<file path="config.mk">
export PLATFORM = sky130hd
export DESIGN_NAME = mem_wb_pipe_ctrl
export DESIGN_NICKNAME = d
export VERILOG_FILES = /design/src/rtl/mem_wb_pipe_ctrl.sv
export SDC_FILE = /design/constraint.sdc
export NUM_CORES = 1
export LEC_CHECK = 0
export ABC_AREA = 1
export CORE_UTILIZATION = 50
export CTS_BUF_LIST = sky130_fd_sc_hd__clkbuf_4
export DETAILED_ROUTE_END_ITERATION = 8
export DONT_BUFFER_PORTS = 1
export PLACE_DENSITY = 0.67
export RECOVER_POWER = 100
export SLEW_MARGIN = 25
export SYNTH_ARGS = -nofsm -noshare
export SYNTH_HDL_FRONTEND = slang
export SYNTH_SLANG_ARGS = --single-unit
</file>
<file path="constraint.sdc">
create_clock -name clk -period 1.3 [get_ports clk]
set_clock_uncertainty 0.1 [all_clocks]
set_input_delay 0.26 -clock clk [delete_from_list [all_inputs] [get_ports clk]]
set_output_delay 0.26 -clock clk [all_outputs]
set_load 0.005 [all_outputs]
</file>
<file path="src/rtl/mem_wb_pipe_ctrl.sv">
// mem_wb_pipe_ctrl: MEM/WB pipeline registers, load-wait FSM and load-use bubble insertion.
// Define DMEM_TIMEOUT_EN to add a load watchdog that completes a hung load with zero data.
module mem_wb_pipe_ctrl #(
  parameter int DATA_W      = 32,
  parameter int REG_AW      = 4,
  parameter int TIMEOUT_CYC = 16
) (
  input  logic              clk,
  input  logic              rst_n,
  input  logic              ex_valid,
  input  logic              ex_reg_wr,
  input  logic              ex_is_load,
  input  logic [REG_AW-1:0] ex_wrt_dst,
  input  logic [DATA_W-1:0] ex_result,
  input  logic [REG_AW-1:0] ex_rs,
  input  logic [REG_AW-1:0] ex_rt,
  input  logic              flush,
  output logic              dmem_req,
  output logic [DATA_W-1:0] dmem_addr,
  input  logic              dmem_rvalid,
  input  logic [DATA_W-1:0] dmem_rdata,
  output logic              stall,
  output logic              mem_flag,
  output logic [REG_AW-1:0] mem_wrt_dst,
  output logic [DATA_W-1:0] mem_data,
  output logic              wb_flag,
  output logic [REG_AW-1:0] wb_wrt_dst,
  output logic [DATA_W-1:0] wb_data,
  output logic              rf_we,
  output logic [REG_AW-1:0] rf_waddr,
  output logic [DATA_W-1:0] rf_wdata,
  output logic              ld_err
);

  typedef enum logic {RUN = 1'b0, LD_WAIT = 1'b1} state_t;

  state_t state, state_nxt;

  logic              vld_p1, reg_wr_p1, is_load_p1;
  logic [REG_AW-1:0] dst_p1;
  logic [DATA_W-1:0] res_p1;

  logic              vld_p2, reg_wr_p2;
  logic [REG_AW-1:0] dst_p2;
  logic [DATA_W-1:0] res_p2;

  logic              timeout;
  logic              load_done;
  logic              load_use;
  logic              mem_adv;
  logic              cap_ex;
  logic [DATA_W-1:0] ld_data;

`ifdef DMEM_TIMEOUT_EN
  localparam int CNT_W = (TIMEOUT_CYC > 1) ? $clog2(TIMEOUT_CYC) : 1;

  logic [CNT_W-1:0] to_cnt;
  logic             ld_err_q;

  assign timeout = (state == LD_WAIT) && !dmem_rvalid && (to_cnt == CNT_W'(TIMEOUT_CYC - 1));
  assign ld_data = timeout ? '0 : dmem_rdata;
  assign ld_err  = ld_err_q;

  // Counter sits at zero outside LD_WAIT, so every fresh load starts from zero.
  always_ff @(posedge clk or negedge rst_n) begin
    if (!rst_n) begin
      to_cnt   <= '0;
      ld_err_q <= 1'b0;
    end else begin
      ld_err_q <= timeout;
      if ((state == LD_WAIT) && !load_done) to_cnt <= to_cnt + CNT_W'(1);
      else                                  to_cnt <= '0;
    end
  end
`else
  assign timeout = 1'b0;
  assign ld_data = dmem_rdata;
  assign ld_err  = 1'b0;
`endif

  assign load_done = (state == LD_WAIT) && (dmem_rvalid || timeout);
  assign load_use  = load_done && ex_valid && (dst_p1 != '0) &&
                     ((dst_p1 == ex_rs) || (dst_p1 == ex_rt));
  assign stall     = ((state == LD_WAIT) && !load_done) || load_use;
  assign mem_adv   = (state == RUN) || load_done;
  assign cap_ex    = !stall && ex_valid && !flush;

  always_comb begin
    state_nxt = state;
    case (state)
      RUN:     if (cap_ex && ex_is_load) state_nxt = LD_WAIT;
      LD_WAIT: if (load_done) state_nxt = (cap_ex && ex_is_load) ? LD_WAIT : RUN;
      default: state_nxt = RUN;
    endcase
  end

  always_ff @(posedge clk or negedge rst_n) begin
    if (!rst_n) state <= RUN;
    else        state <= state_nxt;
  end

  // ---- EX -> MEM (p1): a load-use stall still advances MEM, taking a bubble
  always_ff @(posedge clk or negedge rst_n) begin
    if (!rst_n) begin
      vld_p1     <= 1'b0;
      reg_wr_p1  <= 1'b0;
      is_load_p1 <= 1'b0;
      dst_p1     <= '0;
      res_p1     <= '0;
    end else if (mem_adv) begin
      vld_p1     <= cap_ex;
      reg_wr_p1  <= ex_reg_wr;
      is_load_p1 <= ex_is_load;
      dst_p1     <= ex_wrt_dst;
      res_p1     <= ex_result;
    end
  end

  // ---- MEM -> WB (p2): written every cycle, bubble unless MEM advances
  always_ff @(posedge clk or negedge rst_n) begin
    if (!rst_n) begin
      vld_p2    <= 1'b0;
      reg_wr_p2 <= 1'b0;
      dst_p2    <= '0;
      res_p2    <= '0;
    end else begin
      vld_p2 <= mem_adv && vld_p1;
      if (mem_adv) begin
        reg_wr_p2 <= reg_wr_p1;
        dst_p2    <= dst_p1;
        res_p2    <= (state == LD_WAIT) ? ld_data : res_p1;
      end
    end
  end

  assign dmem_req    = (state == LD_WAIT);
  assign dmem_addr   = res_p1;

  assign mem_flag    = vld_p1 && reg_wr_p1 && !is_load_p1 && (dst_p1 != '0);
  assign mem_wrt_dst = dst_p1;
  assign mem_data    = res_p1;

  assign wb_flag     = vld_p2 && reg_wr_p2 && (dst_p2 != '0);
  assign wb_wrt_dst  = dst_p2;
  assign wb_data     = res_p2;

  assign rf_we       = wb_flag;
  assign rf_waddr    = dst_p2;
  assign rf_wdata    = res_p2;

endmodule
</file>
# ---- Yosys cells after proc, flatten, opt, wreduce, memory -nomap -nowiden
# Index checks and enable logic that the tools add are counted.
dict set report classes {
  n_reduce_logical 23
  mux 4
  bitwise 1
  n_eq_ne 2
}
# operator count
set op_table {}
lappend op_table {{$mux W32} 1}
lappend op_table {{$logic_and A1 B1 Y1} 14}
lappend op_table {{$eq A4 B4 Y1} 2}
lappend op_table {{$reduce_bool A4 Y1} 2}
lappend op_table {{$logic_not A1 Y1} 4}
lappend op_table {{$logic_or A1 B1 Y1} 3}
lappend op_table {{$mux W1} 2}
lappend op_table {{$pmux W1 S2} 1}
lappend op_table {{$not A1 Y1} 1}
dict set report totals {
  word_cells 40
  ff_bits 78
  input_bits 83
}

# ---- Depth between registers and ports, before layout
dict set report depth {
  depth_word 12
  ltp_mapped 9
}

# ---- Worst setup path after synthesis
# OpenSTA, ideal clock, no wires.
dict set report synth_path {
  path_type {reg2out}
  from {reg state, in the netlist dmem_req}
  to {out stall}
  path_buffers 3
  path_slack_ns -0.100
  t_arrival_ns 1.040
  stages_incl_launch_ff 8
  cell_sequence {dfrtp_1 > buf_4 > inv_4 > nor2_8 > inv_2 > buf_6 > buf_6 > nand2_1}
}
dict set report synth_via {
  elab_chain_cells 5
  elab_cells_between_ends 7
  cone_classes {reduce/logical: 7}
}
# item line
set synth_rtl {}
lappend synth_rtl {{start, declared} 37} ;# state_t state, state_nxt;
lappend synth_rtl {{start signal, assigned} 99} ;# else state <= state_nxt;
lappend synth_rtl {{$logic_and A1 B1 Y1} 81} ;# assign load_done = (state == LD_WAIT) && (dmem_rvalid || timeout);
lappend synth_rtl {{$logic_and A1 B1 Y1 (3 in a row)} 82} ;# assign load_use = load_done && ex_valid && (dst_p1 != '0) &&
lappend synth_rtl {{$logic_or A1 B1 Y1 *} 84} ;# assign stall = ((state == LD_WAIT) && !load_done) || load_use;
lappend synth_rtl {{end, declared} 22} ;# output logic stall,
# Mark *: on every way between the ends. The rest lies on a longest branch, timed or not.

# ---- Final worst setup path
dict set report layout_path {
  from {reg dst_p1[0], in the netlist mem_wrt_dst[0]}
  to {out stall}
}
dict set report layout_via {
  elab_chain_cells 4
  elab_cells_between_ends 7
  cone_classes {eq/ne: 2; reduce/logical: 5}
}
# item line
set layout_rtl {}
lappend layout_rtl {{start, declared} 40} ;# logic [REG_AW-1:0] dst_p1;
lappend layout_rtl {{start signal, assigned} 114} ;# dst_p1 <= ex_wrt_dst;
lappend layout_rtl {{$eq A4 B4 Y1 or $reduce_bool A4 Y1 (tied branches)} {83, 82}}
lappend layout_rtl {{$logic_or A1 B1 Y1 or $logic_and A1 B1 Y1 (tied branches)} {83, 82}}
lappend layout_rtl {{$logic_and A1 B1 Y1 *} 82}
lappend layout_rtl {{$logic_or A1 B1 Y1 *} 84}
# Marked as above.

==> impl_metrics.py <==
metrics = {
    "setup_path": {
        "critical_path_arrival_ns": 1.42,
        "critical_path_endpoint_category": "output pin",
        "rr_endpoint": "dmem_req$_DFF_PN0_",
        "worst-setup-path-type": "register to output pin",
        "timing.critical_path.fanout_max": 4,
        "start_kind": "register",
        "worst_r2r_path_depth": 10,
        "crit_required_ns": 0.94,
        "timing.reg2reg.setup_slack_ns": -0.12,
        "critical_path.reg2reg.startpoint": "mem_wrt_dst[0]$_DFFE_PN0N_",
    },
    "finish": {
        "sequential_cell_area_um2": 1954,
        "final_design_area_no_fill_um2": 4790,
        "area_growth_syn_to_layout_pct": 21.99,
        "count_of_non_filler_cells_in_the_finished_layout": 589,
        "multi_input_area_um2": 1164,
        "antenna_cells_inserted": 0,
        "fill_count": 604,
        "net_count_reported_at_finish": 569,
        "post_route_cells_drive_above_1_share_pct": 16.33,
    },
    "route": {
        "detailroute.via_count": 3063,
        "drt_first_iter_violations": 130,
        "detail_route.wl_per_cell_um": 17.31,
        "detail_route.vias_per_cell": 5.200,
        "postRouteWirelength_um": 10190,
        "drt-pass1-iter-count": 5,
        "drc": 0,
        "ant_nets": 0,
    },
    "power_and_ir_drop": {
        "power.leakage_nw": 2.287,
        "p_sw_mw": 1.606,
        "power.switching_fraction_pct": 26.73,
        "comb_power_share_pct": 15.8,
        "power.clock.fraction_pct": 33.4,
        "p_seq_share_pct": 50.8,
        "p_total_mw": 6.008,
        "power.density_nw_per_um2": 1254,
        "ir_worst_vdd_v": 0.0006558,
        "internal_power_mw": 4.402,
    },
    "synth": {
        "post_synth_most_frequent_cells": "nand2_1, dfrtp_1, buf_4",
        "synth_top_cell_by_area": "dfrtp_1",
        "netlist_top_cells_area": "dfrtp_1, nand2_1, buf_4",
        "number_of_synthesized_flops_with_an_enable_pin": 0,
        "synth.yosys.warnings": 0,
        "syn-instance-count": 457,
        "synth_top_flop_cell": "dfrtp_1",
        "synth_area_per_cell_um2": 8.591,
        "ys_seq_elements": 78,
        "netlist.area_leader.share_pct": 49.71,
        "synth.most_common_cell": "nand2_1",
        "synth.yosys.seq_area_share_pct": 49.71,
        "synth.net_count": 540,
        "synth-async-reset-ratio_pct": 100.0,
        "synth.distinct_cells": 19,
        "syn-cell-area_um2": 3926,
    },
    "placement": {
        "detailed_place.area_um2": 3590,
        "pre_cts_slack_ns": -0.09556,
        "io_buffer_count": 0,
        "cell_total_after_placement": 488,
        "placed_wire_length_estimate_after_detailed_placement_um": 5955,
        "place.gp.congestion": 0.8019,
    },
    "clock_network": {
        "cts.sink_count": 78,
        "cts_tree": "built",
        "clkLatencyLatePin_ns": 0.41,
        "path_clk_slew_ns": 0.12,
        "hold_buffers": 71,
        "max-clock-path-buffers": 2,
        "cts.htree.levels": 3,
        "clock_tree.root_cell": "clkbuf_4",
        "total_cts_buffers": 9,
    },
    "grt": {
        "globalRoute.totalOverflow": 0,
        "grt_first_pass_wirelength_um": 15440,
        "antenna_found_initial": 0,
        "gr-usage-all-layers_pct": 24.03,
        "maximum_number_of_pins_on_one_net_before_global_route_repair": 79,
        "via_count_of_the_first_global_routing_pass": 3151,
    },
    "floorplanning": {
        "core-area_um2": 7408,
        "die_height_um": 90.62,
        "initial_core_util_pct": 53.00,
        "dieWidth_um": 90.62,
        "rows": 31,
        "io_pins": 229,
        "design.die.area_um2": 8211,
    },
    "sta": {
        "final.min_clock_period_ns": 1.784,
        "maxClockFrequency_ghz": 0.5605,
        "final_min_period_over_clock_period_pct": 137.2,
        "final_worst_path_setup_slack_ns": -0.4840,
        "finalHoldWorstSlack_ns": -0.5725,
        "unrepaired_setup_endpoints_after_global_routing": "yes",
        "finalMaxSlewViolations": 0,
        "setup_viol_count_final": 30,
        "report.final.hold_viol_count": 78,
        "timing.setup.tns_ns": -3.293,
    },
    "hold_path": {
        "path_class_of_the_lowest_slack_min_delay_path": "primary input to asynchronous set/reset pin",
    },
    "job": {
        "max_cap_viol_count": 0,
    },
    "status": {
        "status": "complete, but fails checks",
        "violations": "hold timing, setup timing",
    },
}
[power groups by stage]
stage	clock (mW)	sequential, mW	combinational [mW]
after floorplan	0	2.96	0.825
after global placement	0	3.07	0.602
after detailed placement	0	3.08	0.621
after CTS	2.08	3.04	0.833
after global routing	2.15	3.10	1.05
final	2.00	3.05	0.949
[per-stage QoR]
step	hold slack (ns)	utilization, %
after floorplan	-0.1356	-
after global placement	-0.1336	48.45
after detailed placement	-0.1339	48.45
after CTS	-0.6067	61.78
after global routing	-0.6174	64.65
final	-0.5725	64.65
[final cells by class]
class	instances	area share, %
clock inverter	4	2.508
tap	99	2.586
multi-input combinational	245	24.29
inverter	45	3.579
timing repair buffer	107	24.50
sequential	78	40.80
clock buffer	11	1.724
[what timing repair did]
action | CTS | global route
pin swaps | 3 | 6
buffers inserted | 3 | 8
endpoints found under the hold margin | 150 | 78
gates resized for setup | 19 | 30
cloned | 0 | 4
endpoints found under the setup margin | 19 | 47
[state kept, by name (all words and copies together), names as in the netlist]
name,count
reg_wr_p1,1
is_load_p1,1
dmem_req,1
vld_p1,1
vld_p2,1
reg_wr_p2,1
rf_wdata,32
dmem_addr,32
rf_waddr,4
mem_wrt_dst,4
[worst max path at each step]
stage                               start  cells after the start  slack, ns    end
6_report       mem_wrt_dst[0]$_DFFE_PN0N_                      8      -0.48  stall
5_1_grt        mem_wrt_dst[2]$_DFFE_PN0N_                      8      -0.57  stall
4_1_cts        mem_wrt_dst[0]$_DFFE_PN0N_                      8      -0.50  stall
3_5_place_dp   mem_wrt_dst[1]$_DFFE_PN0N_                      8       -0.1  stall
3_3_place_gp   mem_wrt_dst[1]$_DFFE_PN0N_                      8      -0.06  stall
2_1_floorplan          dmem_req$_DFF_PN0_                      7      -0.06  stall
[cells by family after synthesis]
group	synth area share (%)
and+or+nand+nor	18.29
DFF	49.71
buffers and inverters	21.19
AOI/OAI and AO/OA	10.71
other	0.09551
[cell usage in the layout (no fill, tap or decap), drive strengths merged]
master,count
nand2,162
dfrtp,78
dlygate4sd3,71
inv,45
o21ai,36
buf,32
o211ai,26
clkbuf,15
nor2,9
nand3,7
bufinv,4
nand4,3
nor4,1
conb,1
[critical path, stage by stage (launching register included)]
cell     delay (ns)
dfrtp_1        0.43
inv_2          0.07
nand2_1        0.06
nand2_1        0.06
nor2_1         0.12
nand2_1        0.06
nand2_1        0.08
nand2_2        0.08
nand2_2        0.07
[routing by layer]
layer  share of wire (%)  vias to the layer above  GRT usage [%]  routed length [um]
li1                    -                     1410              -                   -
met1                  39                     1449          26.64                3977
met2                  51                      185          43.50                5187
met3                 8.6                       19          6.229                 873
met4                 1.5                        0          9.677                 156
met5                   0                        -              0                   0
Note: power is estimated with default switching activity, not from simulation.
